## src/rtl/sub_mem_loader_pkg.sv

```systemverilog
// rtl/sub_mem_loader_pkg.sv - shared memory-port types and sizing for the subcore memory loader
package sub_mem_loader_pkg;

  localparam int DATA_MEM_DEPTH = 1 << 17;
  localparam int MEM_ADDR_W     = $clog2(DATA_MEM_DEPTH);

  // One main-core write port into a subcore data memory.
  typedef struct packed {
    logic [31:0] addr;
    logic [31:0] din;
    logic        we;
    logic [31:0] dout;
  } data_in;

  localparam data_in DATA_IN_IDLE = '0;

endpackage

```

## src/rtl/sub_mem_loader_if.sv

```systemverilog
// rtl/sub_mem_loader_if.sv - command, word stream and memory write-port bundle of the loader
interface sub_mem_loader_if #(
  parameter int ADDR_W = 17
);
  import sub_mem_loader_pkg::*;

  logic              cmd_valid;
  logic              cmd_ready;
  logic [ADDR_W-1:0] cmd_base;
  logic [ADDR_W:0]   cmd_len;
  logic              abort;
  logic              wdata_valid;
  logic              wdata_ready;
  logic [31:0]       wdata;
  data_in            u_n_out;
  data_in            l_n_out;
  logic              busy;
  logic              done;

  modport master (
    output cmd_valid, cmd_base, cmd_len, abort, wdata_valid, wdata,
    input  cmd_ready, wdata_ready, u_n_out, l_n_out, busy, done
  );

  modport slave (
    input  cmd_valid, cmd_base, cmd_len, abort, wdata_valid, wdata,
    output cmd_ready, wdata_ready, u_n_out, l_n_out, busy, done
  );

endinterface

```

## src/rtl/sub_mem_loader_pair_writer.sv

```systemverilog
// rtl/sub_mem_loader_pair_writer.sv - registers a pair or single write onto the two memory lanes
module sub_mem_pair_writer
  import sub_mem_loader_pkg::*;
#(
  parameter int ADDR_W = MEM_ADDR_W
) (
  input  logic              clk,
  input  logic              rstn,
  input  logic              pair_we,    // odd word accepted: write held word and this word
  input  logic              single_we,  // even last word accepted: write it alone on upper lane
  input  logic [ADDR_W-1:0] addr,       // address of the word in this handshake
  input  logic [31:0]       hold,
  input  logic [31:0]       word,
  output data_in            u_n_out,
  output data_in            l_n_out
);

  logic [ADDR_W-1:0] prev_addr;

  // Wraps modulo the memory depth, so base 0x1FFFF pairs with 0x00000.
  assign prev_addr = addr - {{(ADDR_W-1){1'b0}}, 1'b1};

  function automatic logic [31:0] zext(input logic [ADDR_W-1:0] a);
    return {{(32-ADDR_W){1'b0}}, a};
  endfunction

  // Lane registers: we pulses for one cycle, addr/din keep their last written value.
  always_ff @(posedge clk or negedge rstn) begin
    if (!rstn) begin
      u_n_out <= DATA_IN_IDLE;
      l_n_out <= DATA_IN_IDLE;
    end else begin
      u_n_out.we   <= pair_we | single_we;
      l_n_out.we   <= pair_we;
      u_n_out.dout <= '0;
      l_n_out.dout <= '0;
      if (pair_we) begin
        u_n_out.addr <= zext(prev_addr);
        u_n_out.din  <= hold;
        l_n_out.addr <= zext(addr);
        l_n_out.din  <= word;
      end else if (single_we) begin
        u_n_out.addr <= zext(addr);
        u_n_out.din  <= word;
      end
    end
  end

endmodule

```

## src/rtl/sub_mem_loader.sv

```systemverilog
// rtl/sub_mem_loader.sv - fills a subcore data memory two words per cycle from a main-core stream
module sub_mem_loader
  import sub_mem_loader_pkg::*;
#(
  parameter int ADDR_W = MEM_ADDR_W
) (
  input  logic             clk,
  input  logic             rstn,
  sub_mem_loader_if.slave  bus
);

  typedef enum logic [1:0] {IDLE, LOAD, DONE} state_t;

  state_t            state, next_state;
  logic [ADDR_W-1:0] base;
  logic [ADDR_W:0]   len;
  logic [ADDR_W:0]   k;
  logic [ADDR_W:0]   k_next;
  logic [31:0]       hold;
  logic [ADDR_W-1:0] word_addr;
  logic              accept;
  logic              last;
  logic              pair_we;
  logic              single_we;

  assign k_next    = k + {{ADDR_W{1'b0}}, 1'b1};
  assign word_addr = base + k[ADDR_W-1:0];
  assign bus.wdata_ready = (state == LOAD) && (k < len);
  assign accept    = bus.wdata_valid && bus.wdata_ready;
  assign last      = accept && (k_next == len);
  // A word accepted together with abort is dropped.
  assign pair_we   = accept && k[0] && !bus.abort;
  assign single_we = last && !k[0] && !bus.abort;

  // State register.
  always_ff @(posedge clk or negedge rstn) begin
    if (!rstn) state <= IDLE;
    else       state <= next_state;
  end

  // Next state and handshake/status outputs.
  always_comb begin
    next_state    = state;
    bus.cmd_ready = 1'b0;
    bus.busy      = 1'b0;
    bus.done      = 1'b0;
    case (state)
      IDLE: begin
        bus.cmd_ready = 1'b1;
        if (bus.cmd_valid) next_state = (bus.cmd_len == '0) ? DONE : LOAD;
      end
      LOAD: begin
        bus.busy = 1'b1;
        if (bus.abort)  next_state = IDLE;
        else if (last)  next_state = DONE;
      end
      DONE: begin
        bus.busy   = 1'b1;
        bus.done   = !bus.abort;
        next_state = IDLE;
      end
      default: next_state = IDLE;
    endcase
  end

  // Command latch, accepted-word count and even-word hold register.
  always_ff @(posedge clk or negedge rstn) begin
    if (!rstn) begin
      base <= '0;
      len  <= '0;
      k    <= '0;
      hold <= '0;
    end else if (state == IDLE && bus.cmd_valid) begin
      base <= bus.cmd_base;
      len  <= bus.cmd_len;
      k    <= '0;
      hold <= '0;
    end else if (state == LOAD && bus.abort) begin
      k    <= '0;
      hold <= '0;
    end else if (accept) begin
      k <= k_next;
      if (!k[0]) hold <= bus.wdata;
    end
  end

  sub_mem_pair_writer #(.ADDR_W(ADDR_W)) u_writer (
    .clk       (clk),
    .rstn      (rstn),
    .pair_we   (pair_we),
    .single_we (single_we),
    .addr      (word_addr),
    .hold      (hold),
    .word      (bus.wdata),
    .u_n_out   (bus.u_n_out),
    .l_n_out   (bus.l_n_out)
  );

endmodule

```

## src/flat_wrapper.sv

```systemverilog
// flat-port wrapper written by rule: the top's interface ports become plain ports
module sub_mem_loader_flat import sub_mem_loader_pkg::*;
#(
  parameter int ADDR_W = MEM_ADDR_W
)
  (clk, rstn, bus_cmd_valid, bus_cmd_base, bus_cmd_len, bus_abort, bus_wdata_valid, bus_wdata, bus_cmd_ready, bus_wdata_ready, bus_u_n_out, bus_l_n_out, bus_busy, bus_done);
  sub_mem_loader_if #(.ADDR_W(ADDR_W)) bus_i ();
  input  logic clk;
  input  logic rstn;
  input wire logic [$bits(bus_i.cmd_valid)-1:0] bus_cmd_valid;
  input wire logic [$bits(bus_i.cmd_base)-1:0] bus_cmd_base;
  input wire logic [$bits(bus_i.cmd_len)-1:0] bus_cmd_len;
  input wire logic [$bits(bus_i.abort)-1:0] bus_abort;
  input wire logic [$bits(bus_i.wdata_valid)-1:0] bus_wdata_valid;
  input wire logic [$bits(bus_i.wdata)-1:0] bus_wdata;
  output wire logic [$bits(bus_i.cmd_ready)-1:0] bus_cmd_ready;
  output wire logic [$bits(bus_i.wdata_ready)-1:0] bus_wdata_ready;
  output wire logic [$bits(bus_i.u_n_out)-1:0] bus_u_n_out;
  output wire logic [$bits(bus_i.l_n_out)-1:0] bus_l_n_out;
  output wire logic [$bits(bus_i.busy)-1:0] bus_busy;
  output wire logic [$bits(bus_i.done)-1:0] bus_done;
  assign bus_i.cmd_valid = bus_cmd_valid;
  assign bus_i.cmd_base = bus_cmd_base;
  assign bus_i.cmd_len = bus_cmd_len;
  assign bus_i.abort = bus_abort;
  assign bus_i.wdata_valid = bus_wdata_valid;
  assign bus_i.wdata = bus_wdata;
  assign bus_cmd_ready = bus_i.cmd_ready;
  assign bus_wdata_ready = bus_i.wdata_ready;
  assign bus_u_n_out = bus_i.u_n_out;
  assign bus_l_n_out = bus_i.l_n_out;
  assign bus_busy = bus_i.busy;
  assign bus_done = bus_i.done;
  sub_mem_loader #(.ADDR_W(ADDR_W)) u_core (.clk(clk), .rstn(rstn), .bus(bus_i));
endmodule
```

## config.mk

```make
export PLATFORM = sky130hd
export DESIGN_NAME = sub_mem_loader_flat
export DESIGN_NICKNAME = d
export VERILOG_FILES = /design/src/rtl/sub_mem_loader_pkg.sv /design/src/rtl/sub_mem_loader_if.sv /design/src/rtl/sub_mem_loader_pair_writer.sv /design/src/rtl/sub_mem_loader.sv /design/src/flat_wrapper.sv
export SDC_FILE = /design/constraint.sdc
export NUM_CORES = 1
export LEC_CHECK = 0
export CORE_ASPECT_RATIO = 0.7
export CORE_MARGIN = 4
export CORE_UTILIZATION = 54
export DETAILED_ROUTE_END_ITERATION = 7
export HOLD_SLACK_MARGIN = 0.03
export PLACE_DENSITY = 0.87
export SETUP_SLACK_MARGIN = 0.5
export SLEW_MARGIN = 20
export SYNTH_ARGS = -nofsm -noshare
export SYNTH_HDL_FRONTEND = slang
export SYNTH_SLANG_ARGS = --single-unit
```

## constraint.sdc

```tcl
create_clock -name clk -period 7.8 [get_ports clk]
set_input_delay 0.78 -clock clk [delete_from_list [all_inputs] [get_ports clk]]
set_output_delay 0.78 -clock clk [all_outputs]
set_load 0.05 [all_outputs]
```

=== Yosys cells after proc, flatten, opt, wreduce, memory -nomap -nowiden ===
Cells that the tools add are included.

* Flip-flop bits (word level): 202
* Bits in latches: 0
* Bits in writable memories: 0
* Memory bits (read-only): 0
* Input bits: 72
* Output and inout bits: 198
* Memories kept: 0

* Add/subtract/negate cells: 3
* Multiply operators: 0
* Div/mod/pow operators: 0
* Magnitude comparators: 1
* Equality and inequality tests: 6
* Shifts and indexed selects: 0
* Mux-type cells: 17
* Bitwise gates (word level): 1
* Reductions and logical operators: 18

{| class="wikitable"
|+ Operators by type and width
! kind !! count
|-
| 2-to-1 mux 32 bit || 4
|-
| 2-to-1 mux 64 bit || 2
|-
| 2-to-1 mux 18 bit || 3
|-
| adder 18 x 1 -> 18 bit, second input constant || 1
|-
| == test 18 bit || 1
|-
| logical NOT 18 bit || 1
|-
| < comparator 18 bit || 1
|-
| adder 17 bit || 1
|-
| subtractor 17 x 1 -> 17 bit, second input constant || 1
|-
| logical AND 1 bit || 9
|-
| 2-to-1 mux 2 bit || 4
|-
| case mux 2 bit (2 select lines) || 1
|-
| AND reduction 2 bit || 2
|-
| 2-to-1 mux 1 bit || 3
|-
| inequality test 3 x 2 -> 1 bit, second input constant || 1
|-
| inequality test 3 bit, second input constant || 1
|-
| nonzero test 3 bit || 1
|-
| == test 2 x 1 -> 1 bit, second input constant || 1
|-
| == test 2 bit, second input constant || 1
|-
| logical NOT 1 bit || 2
|-
| logical NOT 2 bit || 1
|-
| inequality test 2 bit, second input constant || 1
|-
| nonzero test 2 bit || 1
|-
| OR reduction 2 bit || 1
|-
| bitwise OR 1 bit || 1
|}

=== Logic depth before layout (Yosys ltp) ===
Gate-level depths: netlist of the first run.

* Depth after elaboration: 8
* Gate-level depth with buffers: 13
* Gate-level depth less buffers: 13

=== Cells and area by module ===
From an unflattened synthesis of the first run, not the netlist that was laid out.

* Cells, all modules: 989
* Area total of the unflattened synthesis: 10498.8 µm²

{| class="wikitable"
|+ Modules (own cells, without submodules)
! module !! times used !! cells an instance !! area an instance (µm²)
|-
| sub_mem_loader || 1 || 542 || 5494.0
|-
| sub_mem_pair_writer || 1 || 447 || 5004.8
|}

=== Worst setup path after synthesis of the first run ===
No wires, ideal clock.

* Kind: flip-flop to flip-flop
* From: reg u_core.k[4]
* To: reg, netlist name u_core.u_writer.u_n_out[81]
* Arrival time: 4150 ps
* Path slack: 3525 ps
* Cell stages (with the launch flop): 13
* Path buffers: 0
* Cells stage by stage: dfrtp_1 -> ha_1 -> a21oi_1 -> nor2b_1 -> o311a_1 -> nor3_1 -> nand2_1 -> inv_2 -> o2111ai_1 -> nor4b_2 -> nand4_1 -> xor2_1 -> mux2_2

* Longest elaborated chain between the ends: 7

{| class="wikitable"
|+ RTL lines
! what !! line !! source
|-
| from (decl) || sub_mem_loader.sv:17 || <nowiki>logic [ADDR_W:0] k;</nowiki>
|-
| from (signal assigned) || sub_mem_loader.sv:82 || <nowiki>k <= k_next;</nowiki>
|-
| < comparator 18 bit * || sub_mem_loader.sv:28 || <nowiki>assign bus.wdata_ready = (state == LOAD) && (k < len);</nowiki>
|-
| logical AND 1 bit * || sub_mem_loader.sv:28 ||
|-
| named net bus_wdata_ready || flat_wrapper.sv:17 || <nowiki>output wire logic [$bits(bus_i.wdata_ready)-1:0] bus_wdata_ready;</nowiki>
|-
| logical AND 1 bit * || sub_mem_loader.sv:29 || <nowiki>assign accept = bus.wdata_valid && bus.wdata_ready;</nowiki>
|-
| logical AND 1 bit || sub_mem_loader.sv:30 || <nowiki>assign last = accept && (k_next == len);</nowiki>
|-
| logical AND 1 bit (2 in a row) || sub_mem_loader.sv:33 || <nowiki>assign single_we = last && !k[0] && !bus.abort;</nowiki>
|-
| nonzero test 2 bit (no source line) || -- ||
|}

The timed path passes the listed nets; every way through them passes the cells marked *. The select of a mux whose other input is x is not followed.
A chain may end at the register's enable or synchronous reset.

=== Worst setup path after layout of the first run ===
* From: reg u_core.k[2]
* To: reg, netlist name u_core.u_writer.u_n_out[79]

* Longest elaborated chain between the ends: 7

{| class="wikitable"
|+ RTL lines
! what
|-
| parallel branches: the longest is 7 deep, another holds adder 17 bit
|}

Parallel ways; which one is timed is not known. The select of a mux whose other input is x is not followed.

==> results by stage, run 1 <==
Outcome:
- The flow ran to the end, and the final reports show no timing, DRC or antenna violations.

Synth:
- The sequential cell area fraction in the yosys report is 44.5%.
- The synthesized instance count is 1000.
- The mapped netlist covers 10500 µm².
- The distinct cell type count of the synthesized netlist is between 70 and 80.
- The post-synthesis register bit count is 187.
- The fraction of registers with async set or reset after synthesis is 100%.
- The synthesized design contains 0 enable-type register cells.
- The post-synthesis average cell area is 10.5 µm².
- The primary flip-flop cell chosen by synthesis mapping is dfrtp_1.
- For this run, the number of Yosys warnings is 0.

Timing:
- The total negative setup slack is 0 ns.
- Setup repair after global routing left no endpoint under its margin.
- The highest attainable clock frequency is 224 MHz.
- The worst pin sits at a relative slew slack of about 29%.
- The final max-slew violation count is 0.
- The number of endpoints failing setup at the final stage is 0.
- The final critical path time including I/O delays and setup is ~4.5 ns.
- The number of failing hold endpoints at the final stage is 0.
- In the finished design, the share of the clock period the worst path needs comes to between 50% and 60%.
- For the pin with the worst max-slew slack, the measured transition is between 1 and 1.5 ns.
- Clock skew on the completed layout was measured at between 0.01 and 0.015 ns.

Setup path:
- The largest driver fanout on the critical path is 48.
- The worst endpoint required time is between 8 and 9 ns.
- In this run the register-to-register setup slack is approximately 3.3 ns.
- The count of cells along the worst register-to-register path is 12.
- The worst setup path category is reg -> reg.
- Data on the critical path arrives at its endpoint at between 4 and 5 ns.
- The worst setup path is captured at a flip-flop.
- The category of the worst setup path launch point is a flip-flop.
- The end of the worst register-to-register path is u_core.u_writer.u_n_out[79].
- The startpoint of the worst register-to-register path is u_core.k[2].

Power and ir drop:
- Overall power consumption after layout is estimated at approximately 5.1 mW.
- IR analysis of the VDD net gives a maximum drop of ~0.31 mV.
- Power spread over the standard cell area amounts to between 400 and 500 nW/µm².
- Summed over all cells, the static leakage comes to ~5.7 nW.

Cells and area:
- 0 antenna diodes ended up in the layout.
- The post-route netlist has 11.5% of its cells at a drive strength greater than 1.
- The area growth from synthesis to final layout is 20.8%.
- The most frequent standard cell in the layout excluding fill and tap cells is dfrtp_1.
- In the final layout, the multi-input gates occupy approximately 5200 µm².
- The storage element area is ~4700 µm².
- The final cell utilization of the core is 66.7%.
- In the layout the commonest cells are dfrtp_1, clkdlybuf4s50_1, conb_1.
- In the final design database the tool counted roughly 1300 nets.
- The count of cells in the finished layout, fillers not included, comes to between 1000 and 1500.
- Counting the fill cells in the layout gives around 1500.

Clock network:
- The TritonCTS clock tree is built.
- For the worst-skew pair, the clock arrives at the later sink with an insertion delay of between 0.4 and 0.5 ns.
- The number of buffers created by CTS is 17.
- The clock root buffer is clkbuf_16.
- The number of clock sinks is 187.
- Once the clock tree was built, the setup fixing pass inserted 0 buffers.
- The post-CTS resize count is 0.
- The worst-case clock buffer depth is 2.
- The clock tree synthesis step divided the H-tree into 4 levels.
- In this run, post-CTS hold repair placed 0 buffers.
- Clock-pin slew was measured on the worst setup and hold paths at roughly 0.08 ns.

Route:
- The pre-antenna-repair detailed-routing pass consisted of 6 iterations.
- The via density per instance is about 5.5.
- The antenna violation net count after detailed routing is 0.
- The overall via count from detail_route is ~7900.
- For this block, the initial DRC count from the detailed router was 638.
- The final routed DRC violation total is 0.
- The final layout contains routed wiring with a total length of roughly 26000 µm.
- After detailed routing, the average wire length per cell comes to between 15 and 20 µm.

Floorplanning:
- The chip width is ~170 µm.
- After floorplanning, the core was sized to cover around 19000 µm².
- The height of the die is ~120 µm.
- The die covers 21800 µm².
- The count of boundary I/O pins is 270.
- For this configuration, the core starts out at a cell density of between 50% and 60%.
- The count of standard-cell rows is 42.

Global route:
- The total congestion overflow is 0.
- The pin count of the biggest net entering global routing is 120.
- The via count of the first global-routing pass is roughly 7800.
- The first global-routing pass estimated 41100 µm of wire.
- The aggregate global-route resource usage is 22.9%.
- The number of antenna violations at the first check in global routing is 0.

Place:
- In this run the tool buffered the top-level ports with roughly 180 buffer cells.
- Counting tap cells, the placed design contains a total of about 1400 instances.
- The detailed placer's ending HPWL is around 19000 µm.
- Routability-driven placement finished with a final weighted congestion of 0.895.

Worst hold path:
- In this run the worst hold path is classified as in -> async.

Flow run:
- The max-capacitance violation count is 0.
power breakdown:
| group | leakage, nW | switching [mW] | internal [mW] | total (mW) |
|---|---|---|---|---|
| registers | 2.42 | 0.271 | 1.34 | 1.61 |
| clock network | 0.295 | 0.439 | 0.436 | 0.875 |
| logic | 3.00 | 1.69 | 0.958 | 2.65 |
| total | 5.72 | 2.40 | 2.74 | 5.13 |
registers in the layout, indices dropped and copies added (netlist names):
name	flops
u_core.k	18
u_core.hold	32
u_core.u_writer.l_n_out	50
u_core.base	17
u_core.u_writer.u_n_out	50
u_core.state	2
u_core.len	18
through the flow:
| stage | instance area [µm²] | setup WS [ns] | hold WS, ns |
|---|---|---|---|
| 2_1_floorplan | 10900 | 3.53 | 0.474 |
| 3_3_place_gp | 12100 | 3.52 | 0.470 |
| 3_5_place_dp | 12100 | 3.37 | 0.474 |
| 4_1_cts | 12700 | 3.28 | 0.490 |
| 5_1_grt | 12700 | 2.87 | 0.521 |
| 6_report | 12700 | 3.33 | 0.485 |
worst max path at each step:
stage           startpoint                     endpoint  cells past startpoint
3_5_place_dp   u_core.k[2]  u_core.u_writer.u_n_out[80]                     12
2_1_floorplan  u_core.k[4]  u_core.u_writer.u_n_out[81]                     12
5_1_grt        u_core.k[2]  u_core.u_writer.u_n_out[79]                     12
6_report       u_core.k[2]  u_core.u_writer.u_n_out[79]                     12
4_1_cts        u_core.k[2]  u_core.u_writer.u_n_out[79]                     12
3_3_place_gp   u_core.k[2]  u_core.u_writer.u_n_out[81]                     12
layer usage:
layer  GRT usage [%]  share of wire, %
met5               0                 0
met4            4.52              0.86
met3            6.19               9.2
met2            34.8                44
met1            33.3                46
worst max-delay path, stage by stage (launching register included):
cell	delay, ns
dfrtp_1	0.60
ha_1	0.32
a21oi_1	0.15
a21oi_1	0.08
o311a_1	0.30
nor3_1	0.63
nand2_4	0.09
inv_2	0.78
o2111ai_1	0.30
nor4b_2	0.43
nand3_1	0.15
xor2_1	0.19
mux2_2	0.29
cell families (layout without fill, tap and decap cells):
group	after synthesis	count (layout)	synth area share (%)
muxes	121	121	12.5
buffers and inverters	173	250	10.0
and+or+nand+nor	216	216	10.4
xor gates and xnor gates	54	54	4.50
adders and majority gates	40	40	4.83
AOI/OAI and AO/OA	208	208	13.2
other	1	94	0.0357
DFF	187	187	44.5
final cells by class:
cell class / count / share of cell area (%)
inverters: 38 / 1.12
clock buffers: 17 / 3.35
multi-input cells: 733 / 40.6
clock inverters: 15 / 1.36
flip-flops and latches: 187 / 36.9
repair buffers: 180 / 14.1
well taps: 264 / 2.60
synthesized netlist by cell type (3+ instances only):
library cell / number / area, µm²
dfrtp_1: 187 / 4680
buf_4: 99 / 743
a21oi_1: 79 / 395
mux2_2: 78 / 878
nor2_1: 73 / 274
nand2_1: 50 / 188
mux2i_1: 43 / 430
ha_1: 39 / 488
xnor2_1: 38 / 333
inv_1: 37 / 139
a22o_1: 33 / 289
o21ai_0: 32 / 160
clkbuf_1: 29 / 109
nand3_1: 17 / 85.1
xor2_1: 16 / 140
nor3_1: 14 / 70.1
and3_1: 9 / 56.3
nand4_1: 9 / 56.3
nor2b_1: 8 / 50.1
or3_1: 8 / 50.1
a211oi_1: 6 / 45.0
a31oi_1: 6 / 37.5
buf_2: 5 / 25.0
nor4_1: 5 / 31.3
o31a_1: 5 / 43.8
a211o_1: 4 / 35.0
a21o_1: 3 / 22.5
nand2b_1: 3 / 18.8
o211ai_1: 3 / 22.5
o21a_1: 3 / 22.5
o22ai_1: 3 / 18.8
(Power assumes the default switching activity.)
==> inputs of run 2 (changes only) <==
Settings changed: CORE_UTILIZATION 54 to 50, PLACE_DENSITY 0.87 to 0.81.
Clock period 7.8 ns to 4.3 ns, I/O delays scaled along.
==> run 2 against run 1 <==
Utilization shrank 4.5 points. Design area rose by 1.5%. Flip-flop and latch count unchanged. First-iteration DRC count shrank 5.3%. Cell count increased by 1.8%. Maximum frequency increased by 21%. Via count shrank 1.5%. Setup slack worse by 2.7 ns. Critical path depth down 1. Global-route usage fell by 1.8 points. Register-to-register slack got worse by 2.7 ns. Non-clock buffer count increased by 14. Largest cell class unchanged. Highest routed layer unchanged.
==> results by stage, run 2 (synthesis gave the netlist of run 1 again) <==
Clock network:
- The hold buffer count at cts came to 0 (unchanged).
- The clock-pin slew on the worst setup and hold paths is 0.08 ns (about the same).
- The CTS H-tree depth is 4 (unchanged).
- CTS placed an instance of clkbuf_16 at the clock tree root.
- The worst-case clock buffer depth came to 2 (unchanged).
- The number of buffers created by CTS was 17 (unchanged).
- The clock insertion delay at the later pin of the skew report came to 0.44 ns (about the same).
- TritonCTS built the clock tree.
- The number of clock sinks is 187 (unchanged).

Floorplanning:
- The count of boundary I/O pins is 270 (unchanged).
- The count of standard-cell rows came to 44 (+4.8%).
- The height of the die is 129 µm (+3.7%).
- The standard cell core area is 20700 µm² (+8.8%).
- The chip width is 181 µm (+3.7%).
- The die outline area is 23400 µm² (+7.6%).
- The starting density of the core is 50.8% (-4.5 points).

Setup path:
- The peak per-stage delay on the critical path is 0.62 ns (-0.16 ns).
- In this run the critical register-to-register path is launched from u_core.k[2].
- The most common cell type on the critical path is a21oi_1.
- The worst endpoint required time was 4.65 ns (-3.47 ns).
- The worst setup path category is reg -> reg.
- The gate family responsible for the most delay along the worst path is simple AND/OR/NAND/NOR gates.
- The buffers plus inverters on the worst setup path is 1 (unchanged).
- The signal on the critical path passes through ha_1 -> a21oi_1 -> a21oi_1 -> o311a_1 -> or4b_1 -> nor4_4 -> o2111ai_4 -> nor2_4 -> buf_12 -> mux2_2 -> o21ai_0.
- The critical path depth in cells came to 11 (-1).
- Tracing the worst setup path back leads to its startpoint at u_core.k[2].
- The slack of the worst reg-to-reg path is 0.62 ns (-2.71 ns).
- The end of the worst register-to-register path is u_core.u_writer.u_n_out[73].
- The count of cells along the worst register-to-register path is 11 (-1).
- The worst endpoint data arrival time is 4.03 ns (-0.76 ns).
- The capture point of the worst path is u_core.u_writer.u_n_out[73].
- The largest driver fanout on the critical path came to 26 (-46%).
- STA classifies the critical path startpoint as a flip-flop.
- For this design, the slowest cell found on the critical path is or4b_1.
- The sort of element at the end of the critical path is a flip-flop.

Route:
- The wire length reported by the detailed router was 25200 µm (-1.5%).
- The via density per instance is 5.35 (-3.3%).
- The antenna violation net count after detailed routing is 0 (unchanged).
- The length of the first detailed-routing pass in iterations came to 5 (-1).
- The post-detailed-route wirelength per cell is 17.2 µm (-3.2%).
- The first-iteration detailed-routing DRC count is 604 (-5.3%).
- The overall via count from detail_route is 7813 (-1.5%).
- The final routed DRC violation total is 0 (unchanged).

Power and ir drop:
- The power per cell area is 727 nW/µm² (+80%).
- The standby leakage power was 5.81 nW (+1.5%).
- The worst IR drop on VDD is 0.558 mV (+79%).

Cells and area:
- The diode insertion count for antenna repair is 0 (unchanged).
- Leaving out fill and tap cells, the most frequent cell in the layout is dfrtp_1.
- The largest registers in the layout are u_core.u_writer.l_n_out: 50 flops, u_core.u_writer.u_n_out: 50 flops, u_core.hold: 32 flops.
- The count of nets after finishing is 1283 (+1.1%).
- The top cell types in the final layout, fill and taps aside, are dfrtp_1, clkdlybuf4s50_1, conb_1.
- The area growth from synthesis to layout is 22.6%.
- The fraction of layout cells with a size suffix above 1 was 12.9% (+1.5 points).

Timing:
- The headroom to the max-slew limit is 30.9% (+1.7 points).
- The total negative setup slack is 0 ns (unchanged).
- The share of the clock period used by the worst path is 85.6% (+28 points).
- The number of endpoints failing setup at the final stage came to 0 (unchanged).
- The highest attainable clock frequency is 272 MHz (+21%).
- The largest clock skew in the final design is 0.0133 ns (+0.000806 ns).
- The slew of the pin with the lowest slew margin is 1.04 ns (-0.0239 ns).
- The minimum hold slack was 0.0974 ns (-0.388 ns).
- The final max-slew violation count is 0 (unchanged).
- Setup repair after global routing left no endpoint under its margin.
- The final critical path time including I/O delays and setup is 3.68 ns (-0.788 ns).
- The number of failing hold endpoints at the final stage is 0 (unchanged).

Global route:
- The via count of the first global-routing pass is 7513 (-3.8%).
- The first-pass GRT wire length is 40300 µm (-2.0%).
- The pin count of the biggest net entering global routing was 100 (-17%).
- The aggregate global-route resource usage is 21.1% (-1.8 points).
- The total congestion overflow is 0 (unchanged).
- The number of antenna violations at the first check in global routing came to 0 (unchanged).

Flow run:
- The max-capacitance violation count came to 0 (unchanged).

Place:
- The detailed placer's ending HPWL is 18300 µm (-1.7%).
- The count of port buffers added during placement is 175 (unchanged).
- The global placer's final weighted congestion is 0.938 (+4.8%).

Outcome:
- The run finished with clean final reports.

Worst hold path:
- The path class of the tightest hold or removal check is in -> async.
-- run 2: per-stage QoR --
| step | worst slack (ns) | instance area, µm² | power (mW) | utilization, % | cells |
|---|---|---|---|---|---|
| after floorplan | 0.610 | 10900 | 6.27 | - | 1093 |
| after CTS | 0.533 | 12800 | 9.40 | 62.0 | 1458 |
| after detailed placement | 0.571 | 12200 | 7.76 | 59.1 | 1426 |
| after global routing | 0.501 | 12900 | 9.90 | 62.2 | 1460 |
| final | 0.620 | 12900 | 9.37 | 62.2 | 1460 |
| after global placement | 0.636 | 12200 | 7.66 | 59.1 | 1426 |
-- run 2: final cells by class --
class	count	area (µm²)
Fill cell	1688	7820
Multi-Input combinational cell	733	5180
Sequential cell	187	4680
Timing Repair Buffer	194	1920
Clock buffer	17	425
Tap cell	276	345
Clock inverter	15	188
Inverter	38	143
-- run 2: report_power, final --
part | switching (mW) | leakage [nW] | internal [mW] | total, mW
Clock | 0.805 | 0.298 | 0.798 | 1.60
Combinational | 3.08 | 3.09 | 1.76 | 4.84
Sequential | 0.486 | 2.42 | 2.44 | 2.92
Total | 4.37 | 5.81 | 5.00 | 9.37
-- run 2: worst reg2reg max path: cells and delay by family (launching register included) --
family                   cells  cell delay (ns)
buffers and inverters        1             0.23
AO/OA/AOI/OAI                5             0.99
flip-flops                   1             0.50
AND/OR/NAND/NOR              3             1.16
adder cells (fa/ha/maj)      1             0.34
multiplexers                 1             0.37
-- run 2: routing by layer --
metal,part of all wire [%],track usage [%],vias to the layer above,routed length [µm]
met5,0,0,-,0
met4,1.1,4.76,0,286
met3,7.7,5.42,20,1950
met2,43,31.1,276,11000
met1,48,31.6,3811,12000
li1,-,-,3706,-
-- run 2: worst min path at each step --
stage / depth (start not counted) / end / startpoint
2_1_floorplan: 0 / u_core.base[0] / rstn
3_3_place_gp: 2 / u_core.u_writer.l_n_out[75] / u_core.u_writer.l_n_out[75]
3_5_place_dp: 2 / u_core.u_writer.l_n_out[75] / u_core.u_writer.l_n_out[75]
4_1_cts: 1 / u_core.u_writer.l_n_out[40] / rstn
5_1_grt: 1 / u_core.u_writer.l_n_out[40] / rstn
6_report: 1 / u_core.u_writer.l_n_out[40] / rstn
-- run 2: repair_timing --
action / in CTS / in global routing
gates cloned: 0 / 0
resized for setup: 1 / 7
endpoints found under the setup margin: 1 / 12
setup buffers: 0 / 2
pin swaps: 0 / 1
==> inputs of run 3 (changes only) <==
Settings changed: GPL_TIMING_DRIVEN from default to 0, PLACE_DENSITY 0.81 to 0.78.
==> run 3 against run 2 <==
Sequential power hardly changed. Utilization is 3.8 points higher. Total power is 2.3% higher. Non-clock buffer count is 120 higher. Setup slack better by 0.064 ns. Hold slack worse by 0.082 ns.
==> results by stage, run 3 (synthesis gave the netlist of run 1 again) <==
Cells and area:
- The final cell count without fillers came to 1580 (+8.2%).
- The largest registers in the layout are u_core.u_writer.l_n_out: 50 flops, u_core.u_writer.u_n_out: 50 flops, u_core.hold: 32 flops.
- The design area is 13700 µm² (+6.1%).
- The footprint of the multi-input gates is 5160 µm² (-0.41%).
- The count of nets after finishing is 1403 (+9.4%).
- In the layout the commonest cells are dfrtp_1, clkdlybuf4s50_1, buf_4.
- The number of filler instances in the final layout is 1618 (-4.1%).
- Relative to the synthesized area, the layout overhead comes to 30.1%.
- The diode insertion count for antenna repair is 0 (unchanged).
- The storage element area is 4680 µm² (unchanged).
- The fraction of layout cells with a size suffix above 1 is 18.9% (+6.0 points).
- The most frequent standard cell in the layout excluding fill and tap cells is dfrtp_1.

Floorplanning:
- The starting density of the core is 50.8% (unchanged).
- The chip width is 181 µm (unchanged).
- The count of standard-cell rows is 44 (unchanged).
- The die outline area is 23400 µm² (unchanged).
- The height of the die is 129 µm (unchanged).
- The standard cell core area came to 20700 µm² (unchanged).
- The count of boundary I/O pins was 270 (unchanged).

Setup path:
- The worst setup path is captured at a flip-flop.
- The critical path is of the reg -> reg type.
- The largest driver fanout on the critical path is 10 (-62%).
- The count of cells along the worst register-to-register path was 10 (-1).
- The worst endpoint data arrival time came to 4.00 ns (-0.03 ns).
- The category of the worst setup path launch point is a flip-flop.
- The worst endpoint required time came to 4.68 ns (+0.03 ns).

Global route:
- The aggregate global-route resource usage is 23.6% (+2.5 points).
- The met3 usage in global routing was 7.24% (+1.8 points).
- The number of antenna violations at the first check in global routing came to 0 (unchanged).
- The first-pass GRT wire length is 44000 µm (+9.3%).
- The total congestion overflow is 0 (unchanged).
- In this run the most used layer during global routing was met1.
- The global-route met1 utilization was 35.4% (+3.8 points).
- The pin count of the biggest net entering global routing is 99 (-1.0%).
- The via count of the first global-routing pass is 8013 (+6.7%).
- The global-route track usage on met2 was 34.5% (+3.4 points).

Timing:
- The total negative setup slack is 0 ns (unchanged).
- The slew of the pin with the lowest slew margin came to 0.762 ns (-0.275 ns).
- The highest attainable clock frequency is 277 MHz (+1.8%).
- The final critical path time including I/O delays and setup was 3.62 ns (-0.0639 ns).
- Setup repair after global routing could not meet its margin everywhere.
- The number of endpoints failing setup at the final stage came to 0 (unchanged).
- The final max-slew violation count is 0 (unchanged).
- The share of the clock period used by the worst path is 84.1% (-1.5 points).
- The number of failing hold endpoints at the final stage is 0 (unchanged).
- The largest clock skew in the final design was 0.0115 ns (-0.00184 ns).
- The headroom to the max-slew limit is 49.2% (+18 points).

Place:
- The placed instance count is 1544 (+8.3%).
- The count of port buffers added during placement came to 174 (-0.57%).
- The detailed placer's ending HPWL is 21200 µm (+16%).
- The global placer's final weighted congestion is 0.923 (-1.6%).
- The placed standard-cell area was 13000 µm² (+6.2%).

Route:
- The length of the first detailed-routing pass in iterations is 5 (unchanged).
- The wire length reported by the detailed router was 28000 µm (+11%).
- The antenna violation net count after detailed routing is 0 (unchanged).
- The first-iteration detailed-routing DRC count is 801 (+33%).
- The final routed DRC violation total is 0 (unchanged).
- The post-detailed-route wirelength per cell is 17.8 µm (+2.9%).
- The via density per instance is 5.28 (-1.4%).
- The overall via count from detail_route is 8341 (+6.8%).

Clock network:
- The hold buffer count at cts came to 0 (unchanged).
- The clock insertion delay at the later pin of the skew report came to 0.45 ns (about the same).
- The TritonCTS clock tree is built.
- The worst-case clock buffer depth is 2 (unchanged).
- The clock-pin slew on the worst setup and hold paths was 0.07 ns (about the same).
- The number of buffers created by CTS is 17 (unchanged).
- CTS placed an instance of clkbuf_16 at the clock tree root.
- The number of clock sinks is 187 (unchanged).
- The CTS H-tree depth came to 4 (unchanged).

Power and ir drop:
- The power per cell area is 701 nW/µm² (-3.6%).
- The total chip power came to 9.58 mW (+2.3%).
- The standby leakage power is 6.35 nW (+9.4%).
- The worst IR drop on VDD is 0.558 mV (+0.16%).

Outcome:
- The run finished with clean final reports.

Worst hold path:
- In this run the worst hold path is classified as in -> async.

Flow run:
- The max-capacitance violation count is 0 (unchanged).
-- run 3: per-layer routing --
layer | vias up | share of wire [%]
met5 | - | 0
met3 | 16 | 8.3
li1 | 3951 | -
met4 | 0 | 0.52
met1 | 4100 | 48
met2 | 274 | 44
-- run 3: area by class of cell --
cell class | count | share of cell area, %
Tap cell | 276 | 2.53
Timing Repair Buffer | 179 | 13.2
Clock buffer | 19 | 3.24
Multi-Input combinational cell | 733 | 37.7
Clock inverter | 13 | 1.31
Sequential cell | 187 | 34.3
Buffer | 135 | 6.69
Inverter | 38 | 1.04
-- run 3: through the flow --
| step | hold WS (ns) | util [%] | worst slack, ns |
|---|---|---|---|
| detailed placement | 0.472 | 62.7 | 0.409 |
| global placement | 0.462 | 62.6 | -5.01 |
| CTS | 0.0507 | 65.8 | 0.520 |
| floorplan | 0.134 | - | 0.610 |
| finish | 0.0157 | 66.0 | 0.684 |
| global route | 0.0710 | 66.0 | 0.468 |
-- run 3: repair_timing --
| action | CTS | global route |
|---|---|---|
| pin swaps | 1 | 4 |
| endpoints found under the setup margin | 41 | 61 |
| gates cloned | 0 | 0 |
| buffers inserted | 1 | 3 |
| resized for setup | 3 | 9 |
-- run 3: path summary, 6_finish.rpt --
kind                                          endpoint                   startpoint  slack, ns
max reg2reg                            u_core.hold[29]               u_core.len[16]       0.68
max in group asynchronous  u_core.u_writer.u_n_out[77]                         rstn       3.38
min reg2reg                u_core.u_writer.l_n_out[72]  u_core.u_writer.l_n_out[72]       0.49
min in group clk           u_core.u_writer.l_n_out[72]  u_core.u_writer.l_n_out[72]       0.49
max                                    u_core.hold[29]               u_core.len[16]       0.68
min                        u_core.u_writer.l_n_out[64]                         rstn       0.02
-- run 3: power by group --
group | internal (mW) | total [mW] | switching [mW]
Combinational | 1.82 | 4.97 | 3.15
Sequential | 2.44 | 2.93 | 0.495
Clock | 0.948 | 1.68 | 0.735
Total | 5.21 | 9.58 | 4.38
-- run 3: critical path, cell delays in order (launching register included) --
cell	delay, ns
dfrtp_1	0.48
inv_1	0.11
ha_1	0.32
nand4_1	0.11
nor2_1	0.11
a211o_1	0.33
or4b_1	0.55
clkbuf_1	0.30
nor3_2	0.55
clkbuf_1	0.46
a22o_1	0.22
